## src/rtl/draw_brick_raster_if.sv

```systemverilog
// -----------------------------------------------------------------------------
// draw_brick_raster_if
//   Groups the request and pixel-stream handshakes used by draw_brick_raster.
//   Signal names keep the _i/_o suffixes as seen from the drawing engine.
//
//   Request channel : req_valid_i, req_ready_o, req_col_i, req_row_i, req_color_i
//   Pixel channel   : pix_valid_o, pix_ready_i, pix_x_o, pix_y_o, pix_color_o,
//                     pix_last_o
//
//   modport slave  : the drawing engine (accepts requests, emits pixels)
//   modport master : the client (issues requests, consumes pixels)
// -----------------------------------------------------------------------------
interface draw_brick_raster_if #(
    parameter int PIX_WIDTH   = 12,
    parameter int COLOR_WIDTH = 12,
    parameter int COL_WIDTH   = 4,
    parameter int ROW_WIDTH   = 5
);
    logic                   req_valid_i;
    logic                   req_ready_o;
    logic [COL_WIDTH-1:0]   req_col_i;
    logic [ROW_WIDTH-1:0]   req_row_i;
    logic [COLOR_WIDTH-1:0] req_color_i;

    logic                   pix_valid_o;
    logic                   pix_ready_i;
    logic [PIX_WIDTH-1:0]   pix_x_o;
    logic [PIX_WIDTH-1:0]   pix_y_o;
    logic [COLOR_WIDTH-1:0] pix_color_o;
    logic                   pix_last_o;

    modport slave (
        input  req_valid_i, req_col_i, req_row_i, req_color_i, pix_ready_i,
        output req_ready_o, pix_valid_o, pix_x_o, pix_y_o, pix_color_o, pix_last_o
    );

    modport master (
        output req_valid_i, req_col_i, req_row_i, req_color_i, pix_ready_i,
        input  req_ready_o, pix_valid_o, pix_x_o, pix_y_o, pix_color_o, pix_last_o
    );
endinterface

```

## src/rtl/draw_brick_raster.sv

```systemverilog
// -----------------------------------------------------------------------------
// draw_brick_raster
//   Rasterises one brick of a brick field per request. A request names a
//   brick by column/row; the engine emits BRICK_X*BRICK_Y pixel beats in
//   raster order (x fastest), each carrying absolute coordinates and colour.
//
//   Ports:
//     clk_i      : clock
//     rst_i      : asynchronous reset, active low
//     start_x_i  : field origin x (sampled when a request is accepted)
//     start_y_i  : field origin y (sampled when a request is accepted)
//     bus        : draw_brick_raster_if.slave (request + pixel handshakes)
//     busy_o     : high while a brick is being prepared or streamed
//     err_o      : one-cycle pulse after an out-of-range request
//
//   Optional feature: define DRAW_BRICK_FRAME_EN to paint the outer ring of
//   each brick with FRAME_COLOR; otherwise every beat uses the request colour.
// -----------------------------------------------------------------------------
module draw_brick_raster #(
    parameter int PIX_WIDTH   = 12,
    parameter int BRICK_X     = 20,
    parameter int BRICK_Y     = 25,
    parameter int BRICK_X_CNT = 10,
    parameter int BRICK_Y_CNT = 20,
    parameter int BORDER_X    = 2,
    parameter int BORDER_Y    = 2,
    parameter int COLOR_WIDTH = 12,
    parameter logic [COLOR_WIDTH-1:0] FRAME_COLOR = 12'hFFF
) (
    input  logic                 clk_i,
    input  logic                 rst_i,
    input  logic [PIX_WIDTH-1:0] start_x_i,
    input  logic [PIX_WIDTH-1:0] start_y_i,
    draw_brick_raster_if.slave   bus,
    output logic                 busy_o,
    output logic                 err_o
);

    localparam int COL_WIDTH = (BRICK_X_CNT > 1) ? $clog2(BRICK_X_CNT) : 1;
    localparam int ROW_WIDTH = (BRICK_Y_CNT > 1) ? $clog2(BRICK_Y_CNT) : 1;
    localparam int CX_WIDTH  = (BRICK_X > 1) ? $clog2(BRICK_X) : 1;
    localparam int CY_WIDTH  = (BRICK_Y > 1) ? $clog2(BRICK_Y) : 1;

    localparam logic [CX_WIDTH-1:0] CX_LAST = CX_WIDTH'(BRICK_X - 1);
    localparam logic [CY_WIDTH-1:0] CY_LAST = CY_WIDTH'(BRICK_Y - 1);

    typedef enum logic [1:0] {
        IDLE = 2'd0,
        CALC = 2'd1,
        RUN  = 2'd2
    } state_t;

    state_t                 state_q, state_d;
    logic [COL_WIDTH-1:0]   col_q, col_d;
    logic [ROW_WIDTH-1:0]   row_q, row_d;
    logic [COLOR_WIDTH-1:0] color_q, color_d;
    logic [PIX_WIDTH-1:0]   start_x_q, start_x_d;
    logic [PIX_WIDTH-1:0]   start_y_q, start_y_d;
    logic [PIX_WIDTH-1:0]   base_x_q, base_x_d;
    logic [PIX_WIDTH-1:0]   base_y_q, base_y_d;
    logic [CX_WIDTH-1:0]    cx_q, cx_d;
    logic [CY_WIDTH-1:0]    cy_q, cy_d;
    logic                   err_q, err_d;

    logic                   req_ready;
    logic                   accept;
    logic                   in_range;
    logic                   running;
    logic                   last_beat;
    logic [PIX_WIDTH-1:0]   col_ext;
    logic [PIX_WIDTH-1:0]   row_ext;
    logic [PIX_WIDTH-1:0]   off_x;
    logic [PIX_WIDTH-1:0]   off_y;
    logic [COLOR_WIDTH-1:0] beat_color;

    // Next-state and datapath
    always_comb begin
        state_d   = state_q;
        col_d     = col_q;
        row_d     = row_q;
        color_d   = color_q;
        start_x_d = start_x_q;
        start_y_d = start_y_q;
        base_x_d  = base_x_q;
        base_y_d  = base_y_q;
        cx_d      = cx_q;
        cy_d      = cy_q;
        err_d     = 1'b0;

        // Ready is masked by reset so it reads 0 while rst_i is held low and
        // rises in the first cycle after release.
        req_ready = (state_q == IDLE) && rst_i;
        accept    = bus.req_valid_i && req_ready;
        in_range  = (32'(bus.req_col_i) < 32'(BRICK_X_CNT)) &&
                    (32'(bus.req_row_i) < 32'(BRICK_Y_CNT));
        last_beat = (cx_q == CX_LAST) && (cy_q == CY_LAST);

        // Brick origin offset: one leading gap plus col gaps/bricks before it.
        col_ext = PIX_WIDTH'(col_q);
        row_ext = PIX_WIDTH'(row_q);
        off_x   = (col_ext + PIX_WIDTH'(1)) * PIX_WIDTH'(BORDER_X)
                + col_ext * PIX_WIDTH'(BRICK_X);
        off_y   = (row_ext + PIX_WIDTH'(1)) * PIX_WIDTH'(BORDER_Y)
                + row_ext * PIX_WIDTH'(BRICK_Y);

        case (state_q)
            IDLE: begin
                if (accept) begin
                    if (in_range) begin
                        col_d     = bus.req_col_i;
                        row_d     = bus.req_row_i;
                        color_d   = bus.req_color_i;
                        start_x_d = start_x_i;
                        start_y_d = start_y_i;
                        state_d   = CALC;
                    end else begin
                        // Out-of-range brick is consumed and flagged only.
                        err_d = 1'b1;
                    end
                end
            end
            CALC: begin
                base_x_d = start_x_q + off_x;
                base_y_d = start_y_q + off_y;
                cx_d     = '0;
                cy_d     = '0;
                state_d  = RUN;
            end
            RUN: begin
                if (bus.pix_ready_i) begin
                    if (cx_q == CX_LAST) begin
                        cx_d = '0;
                        if (last_beat) begin
                            cy_d    = '0;
                            state_d = IDLE;
                        end else begin
                            cy_d = cy_q + CY_WIDTH'(1);
                        end
                    end else begin
                        cx_d = cx_q + CX_WIDTH'(1);
                    end
                end
            end
            default: state_d = IDLE;
        endcase
    end

`ifdef DRAW_BRICK_FRAME_EN
    always_comb begin
        if ((cx_q == '0) || (cx_q == CX_LAST) || (cy_q == '0) || (cy_q == CY_LAST))
            beat_color = FRAME_COLOR;
        else
            beat_color = color_q;
    end
`else
    always_comb begin
        beat_color = color_q;
    end

    // FRAME_COLOR is only consumed by the framed build.
    logic unused_frame_color;
    assign unused_frame_color = ^FRAME_COLOR;
`endif

    // Outputs are forced to zero outside RUN so reset clears them immediately.
    always_comb begin
        running         = (state_q == RUN);
        bus.req_ready_o = req_ready;
        bus.pix_valid_o = running;
        bus.pix_x_o     = running ? (base_x_q + PIX_WIDTH'(cx_q)) : '0;
        bus.pix_y_o     = running ? (base_y_q + PIX_WIDTH'(cy_q)) : '0;
        bus.pix_color_o = running ? beat_color : '0;
        bus.pix_last_o  = running && last_beat;
        busy_o          = (state_q != IDLE);
        err_o           = err_q;
    end

    always_ff @(posedge clk_i or negedge rst_i) begin
        if (!rst_i) begin
            state_q   <= IDLE;
            col_q     <= '0;
            row_q     <= '0;
            color_q   <= '0;
            start_x_q <= '0;
            start_y_q <= '0;
            base_x_q  <= '0;
            base_y_q  <= '0;
            cx_q      <= '0;
            cy_q      <= '0;
            err_q     <= 1'b0;
        end else begin
            state_q   <= state_d;
            col_q     <= col_d;
            row_q     <= row_d;
            color_q   <= color_d;
            start_x_q <= start_x_d;
            start_y_q <= start_y_d;
            base_x_q  <= base_x_d;
            base_y_q  <= base_y_d;
            cx_q      <= cx_d;
            cy_q      <= cy_d;
            err_q     <= err_d;
        end
    end

endmodule

```

## src/flat_wrapper.sv

```systemverilog
// flat-port wrapper written by rule: the top's interface ports become plain ports
module draw_brick_raster_flat 
#(
    parameter int PIX_WIDTH   = 12,
    parameter int BRICK_X     = 20,
    parameter int BRICK_Y     = 25,
    parameter int BRICK_X_CNT = 10,
    parameter int BRICK_Y_CNT = 20,
    parameter int BORDER_X    = 2,
    parameter int BORDER_Y    = 2,
    parameter int COLOR_WIDTH = 12,
    parameter logic [COLOR_WIDTH-1:0] FRAME_COLOR = 12'hFFF
)
  (clk_i, rst_i, start_x_i, start_y_i, busy_o, err_o, bus_req_valid_i, bus_req_col_i, bus_req_row_i, bus_req_color_i, bus_pix_ready_i, bus_req_ready_o, bus_pix_valid_o, bus_pix_x_o, bus_pix_y_o, bus_pix_color_o, bus_pix_last_o);
  draw_brick_raster_if #(.PIX_WIDTH(PIX_WIDTH), .COLOR_WIDTH(COLOR_WIDTH), .COL_WIDTH((4)), .ROW_WIDTH((5))) bus_i ();
  input  logic clk_i;
  input  logic rst_i;
  input  logic [PIX_WIDTH-1:0] start_x_i;
  input  logic [PIX_WIDTH-1:0] start_y_i;
  output logic busy_o;
  output logic err_o;
  input wire logic [$bits(bus_i.req_valid_i)-1:0] bus_req_valid_i;
  input wire logic [$bits(bus_i.req_col_i)-1:0] bus_req_col_i;
  input wire logic [$bits(bus_i.req_row_i)-1:0] bus_req_row_i;
  input wire logic [$bits(bus_i.req_color_i)-1:0] bus_req_color_i;
  input wire logic [$bits(bus_i.pix_ready_i)-1:0] bus_pix_ready_i;
  output wire logic [$bits(bus_i.req_ready_o)-1:0] bus_req_ready_o;
  output wire logic [$bits(bus_i.pix_valid_o)-1:0] bus_pix_valid_o;
  output wire logic [$bits(bus_i.pix_x_o)-1:0] bus_pix_x_o;
  output wire logic [$bits(bus_i.pix_y_o)-1:0] bus_pix_y_o;
  output wire logic [$bits(bus_i.pix_color_o)-1:0] bus_pix_color_o;
  output wire logic [$bits(bus_i.pix_last_o)-1:0] bus_pix_last_o;
  assign bus_i.req_valid_i = bus_req_valid_i;
  assign bus_i.req_col_i = bus_req_col_i;
  assign bus_i.req_row_i = bus_req_row_i;
  assign bus_i.req_color_i = bus_req_color_i;
  assign bus_i.pix_ready_i = bus_pix_ready_i;
  assign bus_req_ready_o = bus_i.req_ready_o;
  assign bus_pix_valid_o = bus_i.pix_valid_o;
  assign bus_pix_x_o = bus_i.pix_x_o;
  assign bus_pix_y_o = bus_i.pix_y_o;
  assign bus_pix_color_o = bus_i.pix_color_o;
  assign bus_pix_last_o = bus_i.pix_last_o;
  draw_brick_raster #(.PIX_WIDTH(PIX_WIDTH), .BRICK_X(BRICK_X), .BRICK_Y(BRICK_Y), .BRICK_X_CNT(BRICK_X_CNT), .BRICK_Y_CNT(BRICK_Y_CNT), .BORDER_X(BORDER_X), .BORDER_Y(BORDER_Y), .COLOR_WIDTH(COLOR_WIDTH), .FRAME_COLOR(FRAME_COLOR)) u_core (.clk_i(clk_i), .rst_i(rst_i), .start_x_i(start_x_i), .start_y_i(start_y_i), .bus(bus_i), .busy_o(busy_o), .err_o(err_o));
endmodule
```

## config.mk

```make
export PLATFORM = sky130hd
export DESIGN_NAME = draw_brick_raster_flat
export DESIGN_NICKNAME = d
export VERILOG_FILES = /design/src/rtl/draw_brick_raster_if.sv /design/src/rtl/draw_brick_raster.sv /design/src/flat_wrapper.sv
export SDC_FILE = /design/constraint.sdc
export NUM_CORES = 1
export LEC_CHECK = 0
export BUFFER_PORTS_ARGS = -buffer_cell sky130_fd_sc_hd__clkbuf_2
export CAP_MARGIN = 25
export CORE_ASPECT_RATIO = 0.5
export CORE_MARGIN = 4
export CORE_UTILIZATION = 45
export DETAILED_ROUTE_END_ITERATION = 8
export PLACE_DENSITY_LB_ADDON = 0.12
export SETUP_SLACK_MARGIN = 0.3
export SLEW_MARGIN = 20
export SYNTH_ARGS = -nofsm -noshare
export SYNTH_HDL_FRONTEND = slang
export SYNTH_SLANG_ARGS = --single-unit
export TNS_END_PERCENT = 5
```

## constraint.sdc

```tcl
create_clock -name clk_i -period 5.25 [get_ports clk_i]
set_clock_uncertainty 0.05 [all_clocks]
set_input_delay 0.525 -clock clk_i [delete_from_list [all_inputs] [get_ports clk_i]]
set_output_delay 0.525 -clock clk_i [all_outputs]
set_load 0.005 [all_outputs]
```

# [Word level (Yosys, flattened, before mapping)]
# Index checks and enable logic that the tools add are counted.
[word_totals] reg_bits=82 latch_bits=0 ramBits=0 romBits=0 in_bits=49 elab_cells=65 memories=0
[classes] n_addsub=10 n_mul=2 div_mod_pow=0 order_cmp=2 eq_ne=9 n_shift=0 muxes=19 n_bitwise=0 n_reduce_logical=12
[op_table] cell="$mux 12" n=3
[op_table] cell="$mux 5" n=5
[op_table] cell="$add 12x12->12" n=2
[op_table] cell="$add 12x5->12" n=2
[op_table] cell="$pmux 5 s2" n=2
[op_table] cell="$add 12x10->12" n=1
[op_table] cell="$add 12x9->12" n=1
[op_table] cell="$add 5x1->5 const B" n=2
[op_table] cell="$eq 5x5->1 const B" n=2
[op_table] cell="$mul 5x5->10 const B" n=1
[op_table] cell="$mux 2" n=5
[op_table] cell="$ne 2x1->1 const B" n=4
[op_table] cell="$mul 4x3->7 const B" n=1
[op_table] cell="$add 5x1->6 const B" n=1
[op_table] cell="$pmux 2 s3" n=1
[op_table] cell="$reduce_and 3->1" n=2
[op_table] cell="$add 4x1->5 const B" n=1
[op_table] cell="$logic_and 1x1->1" n=5
[op_table] cell="$lt 5x5->1 const B" n=1
[op_table] cell="$reduce_and 5->1" n=1
[op_table] cell="$lt 4x4->1 const B" n=1
[op_table] cell="$reduce_bool 2->1" n=2
[op_table] cell="$mux 1" n=3
[op_table] cell="$eq 2x1->1 const B" n=1
[op_table] cell="4 further kinds" n=4

# [Logic depth before layout (Yosys ltp)]
# Gate-level depths: netlist (run 1).
[depth] depth_word=6 mapped_depth=16 depth_no_buf=16

# [Worst setup path after synthesis (run 1)]
# Ideal clock, no wire load.
[synth_timing] kind="flip-flop to flip-flop" start="register u_core.row_q[1]" end="register u_core.base_y_q[10]" arrival_ps=3425 required_ps=5054 slack_ps=1629 stages_incl_launch_ff=16 cell_sequence="dfrtp_1 ha_1 nand2_1 xnor2_1 ha_1 ha_1 fa_1 inv_1 fa_1 inv_1 ha_1 o211ai_1 a21oi_1 o211ai_1 mux2i_1 o311ai_0"
[synth_via] elab_chain_cells=3
[synth_rtl] item="start: declaration" line="draw_brick_raster.sv:55" source="logic [ROW_WIDTH-1:0] row_q, row_d;"
[synth_rtl] item="start signal: assignment" line="draw_brick_raster.sv:194" source="row_q <= row_d;"
[synth_rtl] item="$mul 5x5->10 or $add 5x1->6 (tied branches)" line="draw_brick_raster.sv:104, draw_brick_raster.sv:103"
[synth_rtl] item="$add 12x10->12 (*)" line="draw_brick_raster.sv:104" source="+ row_ext * PIX_WIDTH'(BRICK_Y);"
[synth_rtl] item="$add 12x12->12 (*)" line="draw_brick_raster.sv:124" source="base_y_d = start_y_q + off_y;"
[synth_rtl] item="end signal: assignment" line="draw_brick_raster.sv:199" source="base_y_q <= base_y_d;"
[synth_rtl] item="end: declaration" line="draw_brick_raster.sv:60" source="logic [PIX_WIDTH-1:0] base_y_q, base_y_d;"
# Mark *: on every way between the ends. The rest lies on a longest branch, timed or not.
# A chain may end at the register's enable or synchronous reset.

# [Worst setup path after layout (run 1)]
[layout_timing] start="register u_core.row_q[2]" end="register u_core.base_y_q[10]"
# Same word-level chain as after synthesis.

==> metrics.md, run 1 <==
| Metric | Value |
|---|---|
| Htree depth | 3 |
| CTS tree | built |
| Met3 usage | 0.03401 |
| Sequential share of power | 0.427 |
| Synth warnings | 0 |
| Worst skew pair latency | 0.34 ns |
| Fill cells | around 1200 |
| Avg WL per Cell | 14.85 um |
| Post-route cell area | 6899 sq um |
| Slew Limit Headroom | 0.4543 |
| Setup Viol. Count Final | 0 |
| Vias in the first global route | 4154 |
| Async S/R FF share, synth | 1.000 |
| Die Span Y | a little under 90 um |
| Final Hold Vio Count | 0 |
| Yosys reg bits | 82 |
| Clock Power Share | 0.413 |
| Ys flop type | dfrtp_1 |
| I/O pin cnt | 90 |
| Routability cong. | 0.8019 |
| Worst VDD drop | 0.1247 mV |
| Req. time, crit path | 5.39 ns |
| CP Class | register to register |
| Drt total wl | 12520 um |
| Pre-antenna DRT Iters | 4 |
| RSZ-0062 raised after global routing | no |
| CP delay by family, top | adder cells |
| GRT Max-Usage Layer | met1 |
| Reg2Reg Capture Point | u_core.base_y_q[10]$_DFFE_PN0P_ |
| Slew Limit Fails | 0 |
| Area delta synth->final | 15.62% |
| Largest net degree at the start of global routing | 62 |
| Number of buffers created by CTS | 9 |
| Share of cells above drive strength 1 | 0.2348 |
| PwrDens | 245.1 nW/um^2 |
| Nets@finish | 801 |
| I/O Buffers | between 80 and 90 |
| Via total after detailed routing | around 4300 |
| Leak | 3.795 nW |
| Clock root buffer | clkbuf_16 |
| Netlist cell types | 50 |
| Max-cap violations | 0 |
| Area of the mapped netlist | 5967 sq um |
| First-pass GRT wire length | 20910 um |
| Postcts setup bufs | 0 |
| Crit end category | register |
| CP Launch Type | register |
| Final TNS setup | 0 ns |
| FMAX | 258.1 MHz |
| Syn avg cell area | 10.32 sq um |
| Sequential share of the synthesized area | 0.3439 |
| Clock sink total | 82 |
| Gates resized, CTS repair | 0 |
| Ranking of synthesized cells by area | dfrtp_1 34%, ha_1 14%, mux2_4 9.8% |
| Post-synth EDFFs | 0 |
| Combinational Power Share | 0.160 |
| Placed inst area | 6579 sq um |
| Total Die Area | 15280 sq um |
| Post-DRT Antenna Nets | 0 |
| Dpl hpwl | ~9500 um |
| R2R Path Start | u_core.row_q[2]$_DFFE_PN0P_ |
| Reg2reg setup slack | 1.38 ns |
| Outcome | completed |
| Slowest stage delay, CP | 0.51 ns |
| Via/cell ratio | 5.052 |
| Syn Inst Count | 578 |
| Worst-path clk slew | 0.07 ns |
| Type of the most critical hold path | primary input to asynchronous set/reset pin |
| Min Hold Slack | ~0.022 ns |
| Internal | 1.242 mW |
| Synth area leader | dfrtp_1 |
| Hold_buf cts | 0 |
| Yosys top cell area share | 0.3439 |
| CP dominant cell by count | ha_1 |
| CTS Buffer Depth | 2 |
| Net Switching | ~450 uW |
| Starting Density | 0.4659 |
| Slew @ Worst Pin | about 0.8 ns |
| Initial antenna violation count | 0 |
| Min Tclk post-route | ~3.9 ns |
| Initial drt markers | between 100 and 150 |
| Pwr Total | about 1.7 mW |
| Commonest cells post-synth | 82 x dfrtp_1, 66 x ha_1, 53 x inv_1 |
| Ant. Diodes | 0 |
| Final worst-path cycle share | 0.7380 |
| Switching power share of the total | 0.2656 |
| Critical Path Fanout Max | 5 |
| R2R depth | 15 |
| CP max stage cell | fa_1 |
| Floorplan row count | 29 |
| Die W | 170.9 um |
| Critical Path, Cell by Cell | ha_1 > nand2_1 > xnor2_1 > ha_1 > ha_1 > inv_1 > fa_1 > fa_1 > inv_1 > ha_1 > nand2b_1 > a21oi_1 > o211ai_1 > mux2i_1 > o311ai_0 |
| GR Util met2 | 0.2332 |
| Most frequent cell after synthesis | dfrtp_1 |
| GR met1 Demand/Resource | 0.2804 |
| Gr usage total | 0.1727 |
| Core Area | 12810 sq um |
| Buffer and inverter count on the worst path | 2 |
| Drt drc | 0 |
| Crit path DAT | approximately 4 ns |
| Grt ovf | 0 |
| Synth Net Count | between 700 and 800 |
sequential cells by signal, indices dropped and copies added, names as in the netlist:
signal and flops:
u_core.base_x_q 12, u_core.row_q 5, u_core.col_q 4, u_core.beat_color 12
u_core.start_y_q 12, u_core.cx_q 5, u_core.start_x_q 12, u_core.base_y_q 12
u_core.cy_q 5, u_core.err_o 1, u_core.state_q 2
metal layers:
layer / part of all wire / wire [um]
met1: 0.58 / 7239
met2: 0.37 / 4656
met3: 0.039 / 492
met4: 0.010 / 127
met5: 0 / 0
power by group through the flow:
stage               sequential [mW]  combinational [mW]  clock (mW)
floorplan                     0.716               0.176           0
global placement              0.731               0.268           0
detailed placement            0.732               0.274           0
CTS                           0.721               0.276       0.718
global route                  0.730               0.316       0.749
finish                        0.722               0.271       0.699
how the worst max path moves through the flow:
stage | startpoint | endpoint | depth (start not counted)
6_report | u_core.row_q[2]$_DFFE_PN0P_ | u_core.base_y_q[10]$_DFFE_PN0P_ | 15
5_1_grt | u_core.row_q[2]$_DFFE_PN0P_ | u_core.base_y_q[11]$_DFFE_PN0P_ | 14
2_1_floorplan | u_core.row_q[1]$_DFFE_PN0P_ | u_core.base_y_q[10]$_DFFE_PN0P_ | 15
3_3_place_gp | u_core.row_q[2]$_DFFE_PN0P_ | u_core.base_y_q[10]$_DFFE_PN0P_ | 15
3_5_place_dp | u_core.row_q[2]$_DFFE_PN0P_ | u_core.base_y_q[10]$_DFFE_PN0P_ | 15
4_1_cts | u_core.row_q[2]$_DFFE_PN0P_ | u_core.base_y_q[10]$_DFFE_PN0P_ | 15
cells by family (layout without fill, tap and decap cells):
logic type               Yosys count  after routing  share of synthesized area
buffers and inverters             66            161                    0.04655
flip-flops                        82             82                     0.3439
adder cells (fa/ha/maj)           83             83                     0.1954
XOR/XNOR                          34             34                    0.04990
multiplexers                      49             49                     0.1166
AO/OA/AOI/OAI                    107            107                     0.1126
AND/OR/NAND/NOR                  157            157                     0.1350
layout make-up:
type / instances / area (sq um) / share of cell area
Multi-Input combinational cell: 430 / 3637 / 0.5272
Sequential cell: 82 / 2052 / 0.2974
Timing Repair Buffer: 93 / 478.0 / 0.06928
Clock buffer: 13 / 260.3 / 0.03772
Tap cell: 170 / 212.7 / 0.03083
Inverter: 53 / 198.9 / 0.02884
Clock inverter: 2 / 60.06 / 0.008705
layout by cell type, fill, tap and decap left out, drive strengths merged, types with 2 or more instances in the layout:
master,synthesis,routed
mux2i,2,2
a31oi,2,2
nand2b,5,5
buf,4,5
mux2,47,47
o21ai,35,35
nor2,30,30
and2,19,19
nand4b,5,5
nor2b,2,2
a21oi,24,24
bufinv,0,2
nor3,7,7
a21o,12,12
fa,17,17
inv,53,53
xnor2,16,16
a22oi,2,2
and3,4,4
o21a,4,4
dfrtp,82,82
or3,4,4
o31ai,4,4
or2,2,2
o211ai,3,3
clkbuf,9,101
ha,66,66
o21bai,3,3
nand4,2,2
nand3,19,19
nand2,50,50
a211oi,9,9
a22o,3,3
xor2,18,18
nor4bb,2,2
nor4,2,2
through the flow:
step | instances | worst slack (ns) | util
CTS | 843 | 1.363 | 0.5386
global placement | 828 | 1.465 | 0.5136
detailed placement | 828 | 1.397 | 0.5136
global route | 843 | 1.080 | 0.5386
floorplan | 578 | 1.629 | -
finish | 843 | 1.375 | 0.5386
Power figures use the tool's default switching activity.
==> inputs of run 2 (changes only) <==
==> constraint.sdc (replaced) <==
create_clock -name clk_i -period 3.6 [get_ports clk_i]
set_clock_uncertainty 0.05 [all_clocks]
set_input_delay 0.36 -clock clk_i [delete_from_list [all_inputs] [get_ports clk_i]]
set_output_delay 0.36 -clock clk_i [all_outputs]
set_load 0.005 [all_outputs]
==> run 2 against run 1 <==
Clock power is 29% higher. Design area is 4.0% higher. Wire length is 3.8% higher. Sequential share of layout area is 1.1 points lower. Fmax is 9.2% higher. Total power is 40% higher. Register-to-register slack worse by 1.3 ns. Critical endpoint unchanged.
==> metrics.md, run 2 (synthesis gave the netlist of run 1 again) <==
| Metric | Value |
|---|---|
| Outcome | completed |
| Final WS setup | 0.05170 ns |
| Ant. Diodes | 0 |
| Total Die Area | 15280 sq um |
| FMAX | approximately 280 MHz |
| RSZ-0062 raised after global routing | yes |
| Vias in the first global route | 4301 |
| Gr usage total | 0.1824 |
| Reg2reg setup slack | 0.05 ns |
| Worst-path clk slew | 0.06 ns |
| Via total after detailed routing | approximately 4400 |
| Max-cap violations | 0 |
| Die W | 170.9 um |
| Min Tclk post-route | approximately 3.5 ns |
| Nets@finish | 816 |
| Share of cells above drive strength 1 | 0.2990 |
| Placed inst area | 6719 sq um |
| CTS tree | built |
| Slew Limit Fails | 0 |
| Crit path DAT | between 3 and 4 ns |
| Setup Viol. Count Final | 0 |
| Area delta synth->final | 20.19% |
| I/O Buffers | roughly 90 |
| Starting Density | 0.4659 |
| Grt ovf | 0 |
| First-pass GRT wire length | 22000 um |
| I/O pin cnt | 90 |
| Clock sink total | 82 |
| Post-DRT Antenna Nets | 0 |
| Avg WL per Cell | ~15 um |
| Worst slack, placed | between 0.006 and 0.007 ns |
| Slew Limit Headroom | 0.5101 |
| CP Launch Type | register |
| Dpl cells | 838 |
| CTS Buffer Depth | 2 |
| Initial drt markers | between 150 and 200 |
| Final worst-path cycle share | 0.9856 |
| Drt total wl | 12990 um |
| Worst VDD drop | 0.1902 mV |
| Pre-antenna DRT Iters | 4 |
| Dpl hpwl | 9914 um |
| Non-Filler Instances | 859 |
| Crit end category | register |
| Routability cong. | 0.7857 |
| Drt drc | 0 |
| Initial antenna violation count | 0 |
| Floorplan row count | 29 |
| Slew @ Worst Pin | roughly 0.73 ns |
| Type of the most critical hold path | primary input to register |
| Commonest non-fill, non-tap cell in the layout | clkbuf_2 |
| Via/cell ratio | 5.085 |
| Most frequent cells in the layout | 88 x clkbuf_2, 80 x dfrtp_1, 56 x ha_1 |
| Req. time, crit path | between 3 and 4 ns |
| Leak | just under 4 nW |
| Largest net degree at the start of global routing | 57 |
| Post-route cell area | a little over 7000 sq um |
| Clock root buffer | clkbuf_16 |
| Critical Path Fanout Max | 5 |
| Die Span Y | 89.43 um |
| Final Hold Vio Count | 0 |
| Htree depth | 3 |
| PwrDens | 330.6 nW/um^2 |
| Core Area | 12810 sq um |
| Worst skew pair latency | between 0.3 and 0.4 ns |
| Number of buffers created by CTS | 9 |
| CP Class | register to register |
| Pwr Total | 2.371 mW |
## run 2: layout make-up
type | instances | area [sq um]
Tap cell | 170 | 212.7
Timing Repair Buffer | 108 | 604.3
Inverter | 53 | 198.9
Clock buffer | 13 | 260.3
Sequential cell | 82 | 2054
Fill cell | 1153 | 5637
Multi-Input combinational cell | 430 | 3819
Clock inverter | 3 | 22.52
## run 2: through the flow
| step | util | hold WS (ns) | TNS, ns |
|---|---|---|---|
| after global placement | 0.5246 | 0.2481 | 0 |
| after global routing | 0.5599 | 0.1836 | -0.3493 |
| after CTS | 0.5504 | 0.1806 | 0 |
| after detailed placement | 0.5246 | 0.2490 | 0 |
| final | 0.5599 | 0.1931 | 0 |
| after floorplan | - | 0.01441 | 0 |
## run 2: power by group
group	switching (mW)	total, mW	internal [mW]
Combinational	0.209	0.422	0.213
Clock	0.390	0.899	0.509
Sequential	0.0797	1.05	0.971
Total	0.679	2.37	1.69
## run 2: repair_timing
| item | CTS | global route |
|---|---|---|
| gates resized for setup | 6 | 22 |
| pin swaps | 6 | 13 |
| setup endpoints to repair | 7 | 13 |
| endpoints found under the hold margin | 26 | 0 |
| hold buffers | 1 | 0 |
| setup buffers | 2 | 2 |
## run 2: final timing paths
| kind | start | to | cells past startpoint |
|---|---|---|---|
| min in group asynchronous | rst_i | u_core.col_q[0]$_DFFE_PN0P_ | 2 |
| max in group asynchronous | rst_i | u_core.beat_color[1]$_DFFE_PN0P_ | 3 |
| setup reg to reg | u_core.row_q[1]$_DFFE_PN0P_ | u_core.base_y_q[10]$_DFFE_PN0P_ | 15 |
| hold reg to reg | u_core.start_x_q[0]$_DFFE_PN0P_ | u_core.base_x_q[0]$_DFFE_PN0P_ | 2 |
| setup / recovery | u_core.row_q[1]$_DFFE_PN0P_ | u_core.base_y_q[10]$_DFFE_PN0P_ | 15 |
| hold / removal | start_x_i[7] | u_core.start_x_q[7]$_DFFE_PN0P_ | 2 |
## run 2: worst max-delay path: stages, from the launching register on
cell and delay (ns):
dfrtp_2 0.44, ha_4 0.18, nand2_4 0.07, xnor2_2 0.06, ha_1 0.34, ha_4 0.17
fa_1 0.47, inv_1 0.05, fa_1 0.51, inv_2 0.05, ha_4 0.23, o211ai_1 0.21
a21oi_2 0.06, o211ai_1 0.22, mux2i_1 0.21, o311ai_1 0.11
## run 2: layer usage
layer	GRT usage	vias up	routed length, um
li1	-	2235	-
met1	0.2763	2040	7206
met2	0.2686	82	5105
met3	0.04019	11	553
met4	0.03666	0	126
met5	0	-	0
